$ cat config.mk
export PLATFORM = sky130hd
export DESIGN_NAME = vein_overlap_accum
export DESIGN_NICKNAME = d
export VERILOG_FILES = /design/src/rtl/vein_match_pkg.sv /design/src/rtl/popcount16.sv /design/src/rtl/vein_overlap_accum.sv
export SDC_FILE = /design/constraint.sdc
export NUM_CORES = 1
export LEC_CHECK = 0
export BUFFER_PORTS_ARGS = -buffer_cell sky130_fd_sc_hd__buf_2
export CORE_UTILIZATION = 30
export CTS_BUF_LIST = sky130_fd_sc_hd__clkbuf_8
export CTS_CLUSTER_SIZE = 14
export DETAILED_ROUTE_END_ITERATION = 6
export PLACE_DENSITY = 0.54
export SYNTH_ARGS = -nofsm -noshare
export SYNTH_HDL_FRONTEND = slang
export SYNTH_SLANG_ARGS = --single-unit
$ cat constraint.sdc
create_clock -name clk -period 7.15 [get_ports clk]
set_clock_uncertainty 0.05 [all_clocks]
set_input_delay 0.3575 -clock clk [delete_from_list [all_inputs] [get_ports clk]]
set_output_delay 0.3575 -clock clk [all_outputs]
set_load 0.005 [all_outputs]
$ cat src/rtl/vein_match_pkg.sv
// Shared definitions for the vein-template matcher: word width and controller state encoding.
package vein_match_pkg;

  localparam int DATA_W = 16;
  localparam int PC_W   = 5;

  typedef enum logic [1:0] {
    ACCUM = 2'd0,
    ISSUE = 2'd1,
    WAIT  = 2'd2,
    OUT   = 2'd3
  } state_t;

endpackage

$ cat src/rtl/popcount16.sv
// Combinational population count of one template word.
module popcount16
  import vein_match_pkg::*;
(
  input  logic [DATA_W-1:0] word,
  output logic [PC_W-1:0]   count
);

  always_comb begin
    count = '0;
    for (int i = 0; i < DATA_W; i++) begin
      count = count + PC_W'(word[i]);
    end
  end

endmodule

$ cat src/rtl/vein_overlap_accum.sv
// Accumulates AND/OR overlap of two bit templates, hands the ratio to an external
// divider and returns the quotient as a match score with a template-length error flag.
module vein_overlap_accum
  import vein_match_pkg::*;
#(
  parameter int WORDS    = 64,
  parameter int SCALE_SH = 5
) (
  input  logic              clk,
  input  logic              rst,
  input  logic              in_valid,
  output logic              in_ready,
  input  logic              in_last,
  input  logic [DATA_W-1:0] ref_word,
  input  logic [DATA_W-1:0] probe_word,
  output logic              div_enable,
  output logic [DATA_W-1:0] div_dividend,
  output logic [DATA_W-1:0] div_divisor,
  input  logic              div_done,
  input  logic [DATA_W-1:0] div_quotient,
  output logic              score_valid,
  output logic [DATA_W-1:0] score,
  output logic              err_len
);

  localparam int CW = $clog2(WORDS * DATA_W + 1);
  localparam int DW = CW + SCALE_SH;

  // Clamp the scaled AND count to the divider's dividend range.
  function automatic logic [DATA_W-1:0] sat_dividend(input logic [CW-1:0] cnt);
    logic [DW-1:0] v;
    v = DW'(cnt) << SCALE_SH;
    if (|(v >> DATA_W)) return '1;
    return DATA_W'(v);
  endfunction

  state_t            state, state_nxt;
  logic [CW-1:0]     and_cnt, or_cnt, word_cnt;
  logic [CW-1:0]     and_nxt, or_nxt, word_nxt;
  logic              err_flag;
  logic [DATA_W-1:0] and_word, or_word;
  logic [PC_W-1:0]   pc_and, pc_or;
  logic              accept, at_end;

  assign and_word = ref_word & probe_word;
  assign or_word  = ref_word | probe_word;

  popcount16 u_pc_and (.word(and_word), .count(pc_and));
  popcount16 u_pc_or  (.word(or_word),  .count(pc_or));

  assign accept   = in_valid & in_ready;
  assign and_nxt  = and_cnt + CW'(pc_and);
  assign or_nxt   = or_cnt + CW'(pc_or);
  assign word_nxt = word_cnt + CW'(1);
  assign at_end   = (word_nxt == CW'(WORDS));

  assign in_ready    = (state == ACCUM);
  assign div_enable  = (state == ISSUE) && (or_cnt != '0);
  assign score_valid = (state == OUT);
  assign err_len     = (state == OUT) && err_flag;

  always_comb begin
    state_nxt = state;
    case (state)
      ACCUM:   if (accept && (in_last || at_end)) state_nxt = ISSUE;
      ISSUE:   state_nxt = (or_cnt != '0) ? WAIT : OUT;
      WAIT:    if (div_done) state_nxt = OUT;
      OUT:     state_nxt = ACCUM;
      default: state_nxt = ACCUM;
    endcase
  end

  always_ff @(posedge clk) begin
    if (rst) begin
      state        <= ACCUM;
      and_cnt      <= '0;
      or_cnt       <= '0;
      word_cnt     <= '0;
      err_flag     <= 1'b0;
      div_dividend <= '0;
      div_divisor  <= '0;
      score        <= '0;
    end else begin
      state <= state_nxt;
      case (state)
        ACCUM: begin
          if (accept) begin
            and_cnt  <= and_nxt;
            or_cnt   <= or_nxt;
            word_cnt <= word_nxt;
            // in_last on the wrong beat, or no in_last on beat WORDS, are both length errors.
            if (in_last != at_end) err_flag <= 1'b1;
            if (in_last || at_end) begin
              div_dividend <= sat_dividend(and_nxt);
              div_divisor  <= DATA_W'(or_nxt);
            end
          end
        end
        ISSUE: begin
          if (or_cnt == '0) score <= '0;
        end
        WAIT: begin
          if (div_done) score <= div_quotient;
        end
        OUT: begin
          and_cnt  <= '0;
          or_cnt   <= '0;
          word_cnt <= '0;
          err_flag <= 1'b0;
        end
        default: ;
      endcase
    end
  end

endmodule
# Word level (Yosys, flattened, before mapping)
# Cells that the tools add are included.
[totals] register_bits=79 out_inout_bits=52 wordCells=89 in_bits=53
[classes] n_mux=21 addsub=33 reduce_logical=14 bitwise_logic=3 eq_ne=10
[op_table] operator="$add 5x1->5" n=28
[op_table] operator="$pmux 11 s2" n=3
[op_table] operator="$mux 16" n=3
[op_table] operator="$mux 11" n=3
[op_table] operator="$pmux 16 s2" n=1
[op_table] operator="$add 11x5->11" n=2
[op_table] operator="$and 16x16->16" n=1
[op_table] operator="$or 16x16->16" n=1
[op_table] operator="$add 11x1->11 const B" n=1
[op_table] operator="$eq 11x7->1 const B" n=1
[op_table] operator="$logic_not 11->1" n=1
[op_table] operator="$reduce_bool 11->1" n=1
[op_table] operator="$reduce_and 3->1" n=3
[op_table] operator="$ne 2x1->1 const B" n=4
[op_table] operator="$pmux 2 s4" n=1
[op_table] operator="$mux 1" n=7
[op_table] operator="$add 1x1->2" n=2
[op_table] operator="$eq 2x2->1 const B" n=2
[op_table] operator="$mux 2" n=2
[op_table] operator="$reduce_and 2->1" n=2
[op_table] operator="$reduce_bool 2->1" n=2
[op_table] operator="$logic_and 1x1->1" n=3
[op_table] operator="$eq 2x1->1 const B" n=1
[op_table] operator="$logic_not 2->1" n=1
[op_table] operator="5 further kinds" n=5

# Longest topological paths before layout
[depth] word_depth=19 ltp_mapped=20 ltp_nobuf=19

# Hierarchy
# From an unflattened synthesis, not the netlist that was laid out.
[hier_totals] cells_unflattened=556 hier_area_um2=4765.8
[by_module_without_submodules] mod="vein_overlap_accum" n_inst=1 cells_each=462 area_each_um2=3950.0 seq_area_each_um2=1481.4
[by_module_without_submodules] mod="popcount16" n_inst=2 cells_each=47 area_each_um2=407.9 seq_area_each_um2=0.0

# Least setup slack after synthesis
# OpenSTA, ideal clock, no wires.
[synth_timing] path_type="input to register" startpoint="input probe_word[0]" endpoint="register div_divisor[5]" stages=16 t_arrival_ps=5240 required_time_ps=7038 n_path_buf=1 setup_slack_ps=1798 setup_time_ps=62 path_cell_list="or2_2 > ha_1 > inv_1 > fa_1 > fa_1 > fa_1 > fa_1 > fa_1 > fa_1 > inv_1 > ha_1 > a21oi_1 > o22ai_1 > clkbuf_1 > or4_1 > nand3_1"
[synth_via] elab_chain_len=17
[synth_lines] element="start: declaration" line="vein_overlap_accum.sv:15" rtl="input logic [DATA_W-1:0] probe_word,"
[synth_lines] element="$or 16x16->16" line="vein_overlap_accum.sv:46" rtl="assign or_word = ref_word | probe_word;"
[synth_lines] element="$add 1x1->2" line="popcount16.sv:12" rtl="count = count + PC_W'(word[i]);"
[synth_lines] element="$add 5x1->5 (14 in a row)" line="popcount16.sv:12"
[synth_lines] element="$add 11x5->11" line="vein_overlap_accum.sv:53" rtl="assign or_nxt = or_cnt + CW'(pc_or);"
[synth_lines] element="end signal: assignment" line="vein_overlap_accum.sv:95" rtl="div_divisor <= DATA_W'(or_nxt);"
[synth_lines] element="end: declaration" line="vein_overlap_accum.sv:18" rtl="output logic [DATA_W-1:0] div_divisor,"
# Every way passes these cells.
# A chain may end at the register's enable or synchronous reset.

# Final worst setup path
[layout_timing] startpoint="input probe_word[1]" endpoint="register div_divisor[9]"
# The elaborated chain is that of the path after synthesis.

==> results.md <==
- Global-route wire length before repair: 21,300 µm
- Hold Startpoint: div_quotient[4]
- Synth warn: 0
- Outcome: completed
- H-Tree Level Count: 3
- Worst reg2reg path depth: 11
- Largest net degree at the start of global routing: ~70
- Worst setup margin: 1.69 ns
- TritonCTS buffer count: 9
- Vias/cell: 5.18
- Vias in the first global route: between 4,000 and 5,000
- Total grt overflow: 0
- Detailed Routing Iterations Pass 1: 4
- Clock latency on the worst-skew pair: 0.36 ns
- Nets: between 700 and 800
- Synth Flop Type: dfxtp_1
- Final TNS setup: 0 ns
- Worst Setup Start Kind: input pin
- Hold depth: 3
- Height of the chip: 132 µm
- Fin. max-slew vios: 0
- Post-synthesis sequential area ratio: slightly below 30%
- GRT Resource Usage Total: between 10 and 15%
- Num rows: 47
- Worst reg2reg startpoint: word_cnt[0]
- RR Endpoint: state[0]
- RD Place Congestion: roughly 0.83
- Critical path class: in -> reg
- Peak VDD IR: around 0.00016 V
- Root Buffer: clkbuf_8
- Syn-to-layout area delta: 16.0%
- Final WL: ~13,000 µm
- F_max: around 180 MHz
- Antenna Nets Post-Route: 0
- Post-synth EDFFs: 0
- # setup viols final: 0
- PwrDens: a little over 300 nW/µm²
- Maxcap violations: 0
- Antenna violations before repair: 0
- Synth Instances: 615
- Cell taking the most area after synthesis: dfxtp_1
- Reg-to-reg slack, setup: roughly 3.7 ns
- Synth top cells by count: dfxtp_1, a21oi_1, nor2_1
- IO Port Bufs: 94
- Vias: about 4,700
- Syn Area/Cell: between 8 and 9 µm²
- DR DRC count: 0
- Fin crit period: around 5.5 ns
- Leakage: approximately 2.5 nW
- Period utilization: between 70% and 80%
- Yosys reg bits: 74
- Critical Path AT: ~5.7 ns
- Slew HR: 24.0%
- Pwr Total: approximately 1.8 mW
- Area contributors post-synth: dfxtp_1, fa_1, ha_1
- Area of the mapped netlist: just over 5000 µm²
- DP HPWL: 9180 µm
- Diode count: 0
- Die width: about 130 µm
- Endpoint type of the worst setup path: register
- Yosys top cell area share: around 29%
- Synth unique cells: 64
- TritonCTS clock tree: done
- Util after Layout: a little over a third
- Clk sinks: 74
- Hold Crit Class: in -> reg
- Tightest Pin Transition: approximately 1.1 ns
- Die area: about 17,000 µm²
- Async SR Flop Fraction: 0%
- Post-CTS Hold Fix Bufs: 0
- Initial Util: between 30% and 40%
- Avg WL per Cell: around 14 µm
- Setup Slack @ Placement: 1.32 ns
- Setup Buffers After CTS: 0
- Worst hold path endpoint: score[4]
- Crit path max fanout: 12
- DRT iter0 DRCs: 195
- CTS resizes: 0
- Fin. Hold Viols: 0
- CTS max path bufs: 2
- WP data required: 7.36 ns
- Most common cell in the netlist: dfxtp_1
- Post-route cell area: between 5000 and 6000 µm²
- Unrepaired setup endpoints after global routing: false
- Setup crit start: probe_word[1]
- Core Area: approximately 17,000 µm²
- IO Count: 105
- Reg clk slew, reported paths: 0.08 ns
- Filler cells: roughly 1,800
- Layout cell share with drive strength beyond 1: roughly 19%
- Post-placement cell area: 5600 µm²
registers in the layout, indices dropped and copies added (netlist names):
| register | flops |
|---|---|
| err_flag | 1 |
| and_cnt | 11 |
| score | 16 |
| state | 2 |
| word_cnt | 11 |
| div_divisor | 11 |
| or_cnt | 11 |
| div_dividend | 11 |
layout make-up:
class	count	area, µm²	area share, %
well taps	220	275	4.70
multi-input cells	461	3190	54.4
clock buffers	11	151	2.59
clock inverters	5	100	1.71
inverters	40	153	2.61
flip-flops and latches	74	1480	25.3
repair buffers	99	508	8.68
logic make-up (layout without fill, tap and decap cells):
group | count (synthesis) | in the layout | share of synthesized area, %
AO/OA/AOI/OAI | 173 | 173 | 21.8
multiplexers | 3 | 3 | 0.620
AND/OR/NAND/NOR | 218 | 218 | 23.1
buffers and inverters | 89 | 155 | 8.18
adder cells (fa/ha/maj) | 49 | 49 | 15.4
other | 1 | 10 | 0.0743
XOR/XNOR | 8 | 8 | 1.39
flip-flops | 74 | 74 | 29.4
through the flow:
| stage | cells | hold slack [ns] |
|---|---|---|
| 6_report | 910 | 0.223 |
| 5_1_grt | 910 | 0.221 |
| 4_1_cts | 910 | 0.209 |
| 3_5_place_dp | 894 | 0.397 |
| 3_3_place_gp | 894 | 0.394 |
| 2_1_floorplan | 624 | 0.403 |
worst max-delay path: stages:
cell,delay [ns]
buf_2,0.10
or2_2,0.29
ha_1,0.28
inv_1,0.05
fa_1,0.50
fa_1,0.53
fa_1,0.52
fa_1,0.51
fa_1,0.47
fa_1,0.42
xnor2_1,0.15
ha_1,0.36
nand3_1,0.09
o22ai_1,0.64
o21ai_0,0.17
a211oi_1,0.24
worst max-delay path by stage:
stage / end / slack (ns) / cells past startpoint
3_5_place_dp: div_divisor[9] / 1.32 / 16
3_3_place_gp: div_dividend[15] / 1.41 / 19
4_1_cts: div_divisor[9] / 1.68 / 16
5_1_grt: div_divisor[9] / 1.45 / 16
2_1_floorplan: div_divisor[5] / 1.80 / 16
6_report: div_divisor[9] / 1.69 / 16
power by group:
part	total [mW]	internal [mW]	switching [mW]
Sequential	0.516	0.473	0.0434
Clock	0.412	0.250	0.162
Combinational	0.888	0.354	0.534
routing by layer:
metal  routed length [µm]  GRT usage [%]
met5                    0              0
met4                  134           4.59
met3                  598           2.97
met2                 5840           24.3
met1                 6220           19.9
cell usage in the layout (no fill, tap or decap), drive strengths merged, types with 17 or more instances in the layout:
cell type   n
buf        99
a21oi      55
and2       17
nor2       47
nand4      22
dfxtp      74
nand2      38
o21ai      43
fa         22
ha         27
inv        40
nand3      24
(Power assumes the default switching activity.)
